===== src/rtl/ppu_pkg.sv =====
`default_nettype none
//------------------------------------------------------------------------------
// Module  : ppu_pkg
// Purpose : Shared types for the posit processing unit. Holds the posit word
//           type, the operation encoding, the operand-stage state encoding
//           and the two's-complement helper used on posit operands.
// Revision: 1.0 - initial release
//------------------------------------------------------------------------------
package ppu_pkg;

  localparam int unsigned C_POSIT_N = 16;

  typedef logic [C_POSIT_N-1:0] posit_t;

  // ADD is encoded as 0 so that cleared storage reads back as ADD.
  typedef enum logic [1:0] {
    ADD = 2'd0,
    SUB = 2'd1,
    MUL = 2'd2,
    DIV = 2'd3
  } operation_e;

  // Encoded so that the state value is the number of buffered entries.
  typedef enum logic [1:0] {
    EMPTY = 2'd0,
    ONE   = 2'd1,
    FULL  = 2'd2
  } stage_state_e;

  // Two's complement on a wide word. The low bits of the result are the
  // correct negation for any narrower posit width, so callers zero-extend,
  // negate and truncate. Zero and NaR map onto themselves.
  function automatic logic [63:0] c2(input logic [63:0] x);
    return (~x) + 64'd1;
  endfunction

endpackage : ppu_pkg
`default_nettype wire


===== src/rtl/operand_register_stage.sv =====
`default_nettype none
//------------------------------------------------------------------------------
// Module  : operand_register_stage
// Purpose : Two-entry elastic buffer between the operand source and
//           input_conditioning. Fully registered toward both sides: ready
//           and valid depend only on stored state, and output data is read
//           from storage, so no input reaches an output combinationally.
//
// Optional feature (macro INPUT_STAGE_SUB_TO_ADD_EN):
//   when defined, SUB entries are stored as ADD with p2 negated at push time.
//
// Ports
//   clk_i        : clock, rising edge
//   rst_i        : asynchronous active-high reset
//   flush_i      : synchronous discard of all buffered entries
//   in_valid_i   : upstream operand set valid
//   in_ready_o   : stage can accept (state != FULL)
//   p1_i..p3_i   : posit operands, N bits each
//   op_i         : requested operation
//   out_valid_o  : head entry valid (state != EMPTY)
//   out_ready_i  : downstream accepts
//   p1_o..p3_o   : head entry operands
//   op_o         : head entry operation
//   occupancy_o  : number of buffered entries, 0..2
// Revision: 1.0 - initial release
//------------------------------------------------------------------------------
module operand_register_stage
  import ppu_pkg::*;
#(
  parameter int N     = 16,
  parameter int DEPTH = 2   // only 2 is supported; pointers are 1 bit
) (
  input  logic         clk_i,
  input  logic         rst_i,
  input  logic         flush_i,
  input  logic         in_valid_i,
  output logic         in_ready_o,
  input  logic [N-1:0] p1_i,
  input  logic [N-1:0] p2_i,
  input  logic [N-1:0] p3_i,
  input  operation_e   op_i,
  output logic         out_valid_o,
  input  logic         out_ready_i,
  output logic [N-1:0] p1_o,
  output logic [N-1:0] p2_o,
  output logic [N-1:0] p3_o,
  output operation_e   op_o,
  output logic [1:0]   occupancy_o
);

  stage_state_e r_state;
  logic         r_wptr;
  logic         r_rptr;
  logic [N-1:0] r_p1 [DEPTH];
  logic [N-1:0] r_p2 [DEPTH];
  logic [N-1:0] r_p3 [DEPTH];
  operation_e   r_op [DEPTH];

  logic         w_push;
  logic         w_pop;
  logic [N-1:0] w_p2_store;
  operation_e   w_op_store;

  // Handshakes use only registered state for ready/valid.
  assign w_push = in_valid_i && (r_state != FULL);
  assign w_pop  = out_ready_i && (r_state != EMPTY);

`ifdef INPUT_STAGE_SUB_TO_ADD_EN
  logic w_is_sub;
  assign w_is_sub   = (op_i == SUB);
  assign w_op_store = w_is_sub ? ADD : op_i;
  assign w_p2_store = w_is_sub ? N'(c2(64'(p2_i))) : p2_i;
`else
  assign w_op_store = op_i;
  assign w_p2_store = p2_i;
`endif

  always_ff @(posedge clk_i or posedge rst_i) begin
    if (rst_i) begin
      r_state <= EMPTY;
      r_wptr  <= 1'b0;
      r_rptr  <= 1'b0;
      for (int i = 0; i < DEPTH; i++) begin
        r_p1[i] <= '0;
        r_p2[i] <= '0;
        r_p3[i] <= '0;
        r_op[i] <= ADD;
      end
    end else if (flush_i) begin
      // Flush wins over any same-cycle push or pop; storage contents are
      // left as-is since nothing is valid afterwards.
      r_state <= EMPTY;
      r_wptr  <= 1'b0;
      r_rptr  <= 1'b0;
    end else begin
      if (w_push) begin
        r_p1[r_wptr] <= p1_i;
        r_p2[r_wptr] <= w_p2_store;
        r_p3[r_wptr] <= p3_i;
        r_op[r_wptr] <= w_op_store;
        r_wptr       <= ~r_wptr;
      end
      if (w_pop) begin
        r_rptr <= ~r_rptr;
      end
      case (r_state)
        EMPTY:   if (w_push) r_state <= ONE;
        ONE: begin
          if (w_push && !w_pop)      r_state <= FULL;
          else if (!w_push && w_pop) r_state <= EMPTY;
        end
        FULL:    if (w_pop) r_state <= ONE;
        default: r_state <= EMPTY;
      endcase
    end
  end

  assign in_ready_o  = (r_state != FULL);
  assign out_valid_o = (r_state != EMPTY);
  assign occupancy_o = r_state;

  assign p1_o = r_p1[r_rptr];
  assign p2_o = r_p2[r_rptr];
  assign p3_o = r_p3[r_rptr];
  assign op_o = r_op[r_rptr];

endmodule : operand_register_stage
`default_nettype wire


===== config.mk =====
export PLATFORM = sky130hd
export DESIGN_NAME = operand_register_stage
export DESIGN_NICKNAME = d
export VERILOG_FILES = /design/src/rtl/ppu_pkg.sv /design/src/rtl/operand_register_stage.sv
export SDC_FILE = /design/constraint.sdc
export NUM_CORES = 1
export LEC_CHECK = 0
export CAP_MARGIN = 10
export CORE_ASPECT_RATIO = 1.4
export CORE_UTILIZATION = 49
export DETAILED_ROUTE_END_ITERATION = 7
export MAX_ROUTING_LAYER = met4
export PLACE_DENSITY = 0.79
export SLEW_MARGIN = 10
export SYNTH_ARGS = -nofsm -noshare
export SYNTH_HDL_FRONTEND = slang
export SYNTH_SLANG_ARGS = --single-unit

===== constraint.sdc =====
create_clock -name clk_i -period 4.3 [get_ports clk_i]
set_clock_uncertainty 0.1 [all_clocks]
set_input_delay 0.43 -clock clk_i [delete_from_list [all_inputs] [get_ports clk_i]]
set_output_delay 0.43 -clock clk_i [all_outputs]
set_load 0.01 [all_outputs]

==> qor.yml, run 1 <==
status: "finished clean"
wl_per_cell_um: 17.3
worstSetupStartpoint: "r_rptr"
syn_nets: 346
fin_util_pct: 67.4
sequentialPowerShare_pct: 43.6
pwr_density_cell_nw_per_um2: 507
power.leakage_nw: 2.51
p_comb_share_pct: 25.7
cts_hold_buf: 0
cts_resized: 0
root_buffer: "clkbuf_16"
hp-class: "register to register"
stdcell_count: 512
ys_ff_latch: 104
cts_max_level: 3
start_util_pct: 50.2
drc: 0
rows: 41
setup_tns_ps: 0
rsz0062_at_grt: "false"
startpoint_type: "register"
slew-limit-headroom_pct: 32.3
pin_count: 109
gp_congestion: 0.807
drv_slew: 0
r2r_start: "occupancy_o[1]"
hpwl_um: 6030
drt_iter0_drc: 104
critical-path-slowest-cell: "dfrtp_2"
endpoint: "p1_o[5]"
vias: 2698
p_int_w: 0.00233
dpl.cell_count: 496
wl_um: 8870
setup_viol: 0
overflow: 0
worstPathArrival_ps: 2330
clkPwrFrac_pct: 30.7
cts.sinks: 104
p_sw_share_pct: 23.9
post_cts_buffers: 0
fmax_ghz: 0.350
dieArea_um2: 9590
cp.required_ps: 3770
yosys_warnings: 0
dpl_cell_area_um2: 5690
reg2regPathDepth: 5
worstPathMaxFanout: 26
syn2layout_area_growth_pct: 34.2
timing.final.crit_share_pct: 66.5
syn_inst: 291
port_buffers: 108
grtUsageTotal_pct: 20.4
p_sw_w: 0.000733
min_from: "r_p3[24]"
cts_buffers: 9
r2r-end: "r_p1[5]"
fillers: 675
vias_per_cell: 5.27
maxCapViolCount: 0
worst_pin_slew_ps: 1020
clock_tree.buffer_depth: 2
hold_viol_final: 0
finalCriticalPeriod_ps: 2860
ir_worst_vdd_mv: 0.267
grt_pass1_vias: 3034
yosysUniqueCellTypes: 22
clkTransAtPathRegs_ps: 70
grt_max_degree: 84
cpPeakStageDelay_ps: 790
drtPass1Iterations: 4
die_w_um: 83.1
cts_tree: "yes"
grt_pass1_wl_um: 14600
reg2reg_setup_slack_ps: 2090
finish.instance_area_um2: 6050
nNetsFinal: 455
end_kind: "output pin"
path_cells: "buf_4 -> mux2_2 -> clkdlybuf4s50_1"
layout-drive-gt1-share_pct: 38.3
syn_area_um2: 4510
avgSynthCellArea_um2: 15.5
die_h_um: 115
antenna_found_initial: 0
core_um2: 8980
yosysSeqAreaShare_pct: 57.7
diodes: 0
clkLatencyLatePin_ps: 340
crit_type: "register to output pin"
ant_nets: 0
## layer usage
layer  GRT usage [%]  vias up  share of wire, %
met3            3.06       20               3.1
met5               -        -                 0
met1            22.3     1355                39
met4            11.4        0               3.3
met2            35.7       64                54
li1                -     1259                 -
## critical path: cells and delay by family, from the launching register on
kind	cells	cell delay, ps
buffers and inverters	2	830
muxes	1	360
DFF	1	790
## placed cells by master, fill, tap and decap left out, types with 2 or more instances in the layout
cell / netlist / routed
or2_2: 2 / 2
o21ai_0: 2 / 2
mux2_1: 24 / 24
clkbuf_16: 0 / 9
mux2_2: 126 / 126
clkdlybuf4s50_1: 0 / 108
a21oi_1: 4 / 4
dfrtp_1: 104 / 103
bufinv_16: 0 / 3
clkbuf_8: 0 / 2
buf_4: 5 / 6
## state kept, by name, summed over array words and instances (netlist names)
register     flops
occupancy_o      2
r_op             4
r_p1            32
r_p2            32
r_p3            32
r_rptr           1
r_wptr           1
## cell type report
type	count	area, um2	area share, %
clock buffer	11	253	4.18
timing repair buffer	114	1130	18.6
multi-input combinational	168	1820	30.0
inverter	3	13.8	0.228
clock inverter	5	103	1.70
sequential	104	2600	43.0
tap	107	134	2.21
## logic make-up after synthesis
logic type / synth area share, %
xor+xnor: 0.194
buf+inv: 2.14
compound gates: 0.861
simple gates: 1.58
mux: 37.5
flops: 57.7
## power groups by stage
| stage | Sequential [W] | Clock (W) | Combinational (W) |
|---|---|---|---|
| floorplan | 0.00130 | 0 | 0.000461 |
| global placement | 0.00134 | 0 | 0.000776 |
| detailed placement | 0.00136 | 0 | 0.000794 |
| CTS | 0.00134 | 0.000962 | 0.000800 |
| global route | 0.00137 | 0.000997 | 0.000852 |
| finish | 0.00134 | 0.000941 | 0.000787 |
## worst min-delay path by stage
stage	end	cells past startpoint
2_1_floorplan	r_op[2]	1
3_3_place_gp	r_p3[24]	1
3_5_place_dp	r_p1[23]	1
4_1_cts	r_p1[23]	1
5_1_grt	r_p1[22]	1
6_report	r_p3[24]	1
## cell usage after synthesis, drive strengths merged
cell / instances / share of area, %
nand4b: 1 / 0.19
nor2b: 2 / 0.33
clkbuf: 2 / 0.17
or2: 2 / 0.28
o32ai: 1 / 0.19
a21oi: 4 / 0.44
o21ai: 2 / 0.22
dfrtp: 104 / 58
nor2: 1 / 0.083
mux2: 150 / 37
nor3b: 1 / 0.17
nor4: 1 / 0.28
buf: 14 / 1.7
nor3: 1 / 0.11
or3: 1 / 0.14
xor2: 1 / 0.19
inv: 3 / 0.25
## metrics by stage
| step | total power, W | worst slack, ps | hold slack (ps) |
|---|---|---|---|
| floorplan | 0.00176 | 1040 | 354 |
| global placement | 0.00212 | 1770 | 364 |
| detailed placement | 0.00215 | 1770 | 372 |
| CTS | 0.00310 | 1410 | 388 |
| global route | 0.00322 | 1330 | 409 |
| finish | 0.00306 | 1440 | 385 |
Power figures use the tool's default switching activity.
==> run 2: changes to the inputs <==
--- a/config.mk
+++ b/config.mk
@@ -7,10 +7,10 @@
 export LEC_CHECK = 0
 export CAP_MARGIN = 10
 export CORE_ASPECT_RATIO = 1.4
-export CORE_UTILIZATION = 49
+export CORE_UTILIZATION = 45
 export DETAILED_ROUTE_END_ITERATION = 7
 export MAX_ROUTING_LAYER = met4
-export PLACE_DENSITY = 0.79
+export PLACE_DENSITY = 0.77
 export SLEW_MARGIN = 10
 export SYNTH_ARGS = -nofsm -noshare
 export SYNTH_HDL_FRONTEND = slang
==> constraint.sdc (replaced) <==
create_clock -name clk_i -period 2.61 [get_ports clk_i]
set_clock_uncertainty 0.1 [all_clocks]
set_input_delay 0.261 -clock clk_i [delete_from_list [all_inputs] [get_ports clk_i]]
set_output_delay 0.261 -clock clk_i [all_outputs]
set_load 0.01 [all_outputs]
==> run 2 against run 1 <==
Against the previous run: combinational power up 69%; sequential share of layout area down 0.12 points; clock power up 36%; die area up 8.7%; critical endpoint is now p1_o[0].
==> qor.yml, run 2 (synthesis results as in run 1) <==
status: "finished clean"
clkLatencyLatePin_ps: 340  # about the same
power_w: 0.00479  # +56%
drv_slew: 0  # unchanged
gp_congestion: 0.774  # -4.1%
maxCapViolCount: 0  # unchanged
cts_hold_buf: 0  # unchanged
grt_pass1_wl_um: 14800  # +0.98%
r2r-end: "r_p1[15]"
worstPathMaxFanout: 32  # +23%
ant_nets: 0  # unchanged
wl_per_cell_um: 16.9  # -2.7%
root_buffer: "clkbuf_16"
end_kind: "output pin"
finish.instance_area_um2: 6070  # +0.29%
cts.sinks: 104  # unchanged
layout-drive-gt1-share_pct: 38.1  # -0.19 points
power.leakage_nw: 2.50  # -0.39%
nNetsFinal: 457  # +0.44%
antenna_found_initial: 0  # unchanged
grtUsageTotal_pct: 19.4  # -0.92 points
worst_pin_slew_ps: 556  # -459 ps
reg.largest.list: "r_p1 (32), r_p2 (32), r_p3 (32)"
post_cts_buffers: 0  # unchanged
setup_tns_ps: 0  # unchanged
hp-class: "primary input to async pin"
overflow: 0  # unchanged
reg2regPathDepth: 5  # unchanged
vias: 2761  # +2.3%
drtPass1Iterations: 4  # unchanged
cts_resized: 0  # unchanged
ir_worst_vdd_mv: 0.367  # +37%
cts_tree: "yes"
die_w_um: 86.6  # +4.2%
drt_iter0_drc: 79  # -24%
core_um2: 9620  # +7.1%
pin_count: 109  # unchanged
hpwl_um: 6130  # +1.7%
hold_viol_final: 0  # unchanged
cts_buffers: 9  # unchanged
grt_pass1_vias: 3055  # +0.69%
layout_commonest_cell: "mux2_2"
pwr_density_cell_nw_per_um2: 789  # +56%
startpoint_type: "register"
fillers: 728  # +7.9%
rsz0062_at_grt: "false"
reg2reg_setup_slack_ps: 500  # -1590 ps
die_h_um: 120  # +4.3%
cp.required_ps: 2250  # -1520 ps
setup_viol: 0  # unchanged
multi_input_area_um2: 1820  # unchanged
timing.final.crit_share_pct: 91.7
syn2layout_area_growth_pct: 34.6
r2r_start: "occupancy_o[1]"
grt_max_degree: 105  # +25%
start_util_pct: 46.9  # -3.3 points
port_buffers: 108  # unchanged
slew-limit-headroom_pct: 62.9  # +31 points
final_cell_mix: "mux2_2 (126), clkdlybuf4s50_1 (108), dfrtp_1 (103), mux2_1 (24), clkbuf_16 (9)"
fin_util_pct: 63.1  # -4.3 points
vias_per_cell: 5.12  # -2.8%
finalCriticalPeriod_ps: 2390
diodes: 0  # unchanged
rows: 42  # +2.4%
clkTransAtPathRegs_ps: 70  # about the same
cts_max_level: 3  # unchanged
fmax_ghz: 0.418
regArea_um2: 2600  # unchanged
crit_type: "register to output pin"
clock_tree.buffer_depth: 2  # unchanged
wl_um: 9090  # +2.5%
drc: 0  # unchanged
dieArea_um2: 10400  # +8.7%
worstPathArrival_ps: 2030  # -300 ps
dpl_cell_area_um2: 5780  # +1.5%
run 2: cell types whose count changed in the layout (fill, tap and decap cells not counted):
cell,previous run,this run
clkbuf_8,2,3
clkbuf_1,0,2
buf_12,0,3
buf_4,6,5
inv_4,1,0
bufinv_16,3,0
clkinv_4,0,1
run 2: area by class of cell:
| class | instances | area share (%) |
|---|---|---|
| Timing Repair Buffer | 116 | 19.4 |
| Sequential cell | 104 | 42.9 |
| Clock buffer | 14 | 4.52 |
| Tap cell | 132 | 2.72 |
| Clock inverter | 2 | 0.227 |
| Inverter | 3 | 0.247 |
| Multi-Input combinational cell | 168 | 29.9 |
run 2: power breakdown:
| group | leakage, nW | switching (W) | internal, W |
|---|---|---|---|
| logic | 1.12 | 0.000466 | 0.000867 |
| clock network | 0.143 | 0.000558 | 0.000726 |
| registers | 1.24 | 0.000176 | 0.00200 |
run 2: critical path, stage by stage (launching register included):
cell             delay, ps
dfrtp_2                360
buf_4                  400
mux2_2                 390
clkdlybuf4s50_1        530
run 2: metrics by stage:
stage | instances | hold slack (ps) | worst slack [ps]
2_1_floorplan | 291 | 224 | 913
3_3_place_gp | 523 | 363 | 488
3_5_place_dp | 523 | 371 | 453
4_1_cts | 539 | 354 | 183
5_1_grt | 539 | 377 | 164
6_report | 539 | 313 | 217
run 2: metal layers:
metal  up-vias  part of all wire (%)  wire (um)  global-route usage [%]
li1       1262                     -          -                       -
met1      1416                    40       3670                    21.5
met2        68                    54       4870                    33.5
met3        15                   3.2        289                    2.53
met4         0                   2.8        253                    10.9
met5         -                     0          0                       -
run 2: worst max-delay path by stage:
stage,from,end,slack [ps]
detailed placement,in_valid_i,r_op[3],450
finish,r_rptr,p1_o[0],220
floorplan,occupancy_o[1],r_op[0],910
CTS,r_rptr,p1_o[0],180
global placement,in_valid_i,r_p1[21],490
global route,r_rptr,p3_o[1],160
==> run 3: changes to the inputs <==
--- a/config.mk
+++ b/config.mk
@@ -11,7 +11,6 @@
 export DETAILED_ROUTE_END_ITERATION = 7
 export MAX_ROUTING_LAYER = met4
 export PLACE_DENSITY = 0.77
-export SLEW_MARGIN = 10
 export SYNTH_ARGS = -nofsm -noshare
 export SYNTH_HDL_FRONTEND = slang
 export SYNTH_SLANG_ARGS = --single-unit
==> results of run 3 <==
Same layout as run 2: the final DEF is identical, and so are final timing and power.
==> RTL edit (settings of run 2) <==
Build with the macro `INPUT_STAGE_SUB_TO_ADD_EN` defined.
--- a/src/rtl/operand_register_stage.sv
+++ b/src/rtl/operand_register_stage.sv
@@ -24,6 +24,8 @@
 //   occupancy_o  : number of buffered entries, 0..2
 // Revision: 1.0 - initial release
 //------------------------------------------------------------------------------
+`define INPUT_STAGE_SUB_TO_ADD_EN
+
 module operand_register_stage
   import ppu_pkg::*;
 #(
Behaviour: not the same (a bounded check fails within 4 cycles, from zero or initial values and one cycle with rst_i high).
==> RTL edit against run 2 <==
Sequential cell count unchanged; count of clock-buffer cells in the layout down 1; cell area up 4.5%; setup slack worse by 120 ps; routed wire length up 14%; hold slack worse by 98 ps; power up 0.89%; via count up 28%; area after synthesis up 6.2%; highest routed layer unchanged.
==> RTL edit: results (changes against run 2) <==
run_status:
  status: "finished clean"  # unchanged
min_path:
  hold_class: "input pin to asynchronous set/reset pin"  # unchanged
grt:
  grt_max_degree: 41  # was 105
  grt_first_pass_wirelength_um: 16400  # was 14800 um
  antenna_found_initial: 0  # unchanged
  grt.total_usage_pct: 19.9  # was 19.4%
  grt_pass1_vias: 3552  # was 3055
clock_network:
  post_cts_buffers: 0  # unchanged
  clock-root-buffer: "clkbuf_16"  # unchanged
  cts-resized-gates: 0  # unchanged
  cts_max_level: 3  # unchanged
  path_clk_slew_ps: 70  # about the same
  clock_latency_ps: 330
  cts_buffer_depth: 2  # unchanged
  numCtsBuffers: 9  # unchanged
yosys:
  synthTopCellsByArea: "dfrtp_1 54%, mux2_2 19%, nand2_1 11%"  # was dfrtp_1 58%, mux2_2 31%, mux2_1 6.0%
  synth_seq_area_share_pct: 54.4  # was 57.7%
  synth_common_cells: "140 x nand2_1, 104 x dfrtp_1, 82 x mux2_2"  # was 126 x mux2_2, 104 x dfrtp_1, 24 x mux2_1
  synth_nets: 507  # was 346
  synth_cell_type_count: 31  # was 22
  synth_cells: 451  # was 291
  postSynth.asyncResetShare_pct: 100  # unchanged
  yosys_warnings: 0  # unchanged
timing:
  setup_violations: 0  # unchanged
  timing.final.ws_setup_ps: 95.7  # was 217 ps
  worstMarginPinSlew_ps: 523  # was 556 ps
final_layout:
  fin_nets: 612  # was 457
  drive_above_1_share_pct: 20.5  # was 38.1%
  fillers: 881  # was 728
  n_antenna_cell: 0  # unchanged
  reg_top3: "r_p1 x32, r_p2 x32, r_p3 x32"  # unchanged
  fin_cells: 699  # was 539
critical_path:
  cp_top_family: "buffers and inverters"  # unchanged
  cp_max_fo: 22  # was 32
  r2r_start: "occupancy_o[0]"  # was occupancy_o[1]
  cpPeakStageDelay_ps: 700  # was 530 ps
  worstPathArrival_ps: 2150  # was 2030 ps
  critPathLaunch: "r_rptr"  # unchanged
  critPathSlowestCell: "dfrtp_2"  # was clkdlybuf4s50_1
power_and_ir_drop:
  vdd_drop_max_uv: 354  # was 367 uV
  total_leakage_power_nw: 2.83  # was 2.50 nW
  swShare_pct: 27.2  # was 25.1%
route:
  dr.pass1.iters: 4  # unchanged
  drtIter0Drc: 119  # was 79
  avgViaCountPerCell: 5.07  # was 5.12
  drt_wl_total_um: 10400  # was 9090 um
place:
  placement.io_buffers: 108  # unchanged
  hpwl_um: 7250  # was 6130 um
  placed_cell_area_sq_um: 6070  # was 5780 sq um
  place_inst: 683  # was 523
  pre_cts_ws_ps: 295  # was 453 ps
  place_congestion: 0.792  # was 0.774
run:
  drv_cap: 0  # unchanged
[RTL edit: changes by cell type in the layout (fill, tap and decap cells not counted), sizes merged, moves of 2 or more]
cell,delta
mux2,-68
o31ai,+2
nand2,+141
o21ai,+36
buf,+3
xor2,+6
inv,+2
nor2,+9
xnor2,+9
a31oi,+4
nand2b,+3
[RTL edit: final cells by class]
cell class / instances / area, sq um / share of cell area [%]
tap: 138 / 173 / 2.72
timing repair buffer: 119 / 1230 / 19.3
clock buffer: 13 / 250 / 3.95
clock inverter: 3 / 18.8 / 0.296
multi-input combinational: 317 / 2050 / 32.3
sequential: 104 / 2600 / 41.1
inverter: 5 / 22.5 / 0.355
[RTL edit: metal layers]
| metal | GRT usage [%] | wire [um] |
|---|---|---|
| met1 | 22.6 | 4420 |
| met5 | - | 0 |
| met2 | 34.5 | 5360 |
| met3 | 3.51 | 398 |
| met4 | 7.54 | 187 |
[RTL edit: cells by family (layout without fill, tap and decap cells)]
family / after synthesis / after routing / synth area share, %
muxes: 83 / 83 / 19.5
buffers and inverters: 30 / 140 / 2.98
adders and majority gates: 1 / 1 / 0.261
AOI/OAI and AO/OA: 50 / 50 / 5.57
and+or+nand+nor: 167 / 167 / 14.4
xor gates and xnor gates: 16 / 16 / 2.93
DFF: 104 / 104 / 54.4
[RTL edit: power groups by stage]
stage	registers (mW)	clock network, mW	logic [mW]
finish	2.24	1.22	1.37
global route	2.28	1.31	1.50
CTS	2.24	1.25	1.39
detailed placement	2.27	0	1.38
global placement	2.24	0	1.35
floorplan	2.19	0	0.792
[RTL edit: path summary, 6_finish.rpt]
kind / to / slack [ps] / cells after the start
setup / recovery: p1_o[15] / 100 / 3
hold / removal: r_p3[13] / 210 / 2
setup reg to reg: r_p3[0] / 690 / 5
hold reg to reg: r_p3[16] / 370 / 2
max in group asynchronous: r_op[3] / 1420 / 4
min in group clk_i: r_p3[16] / 370 / 2
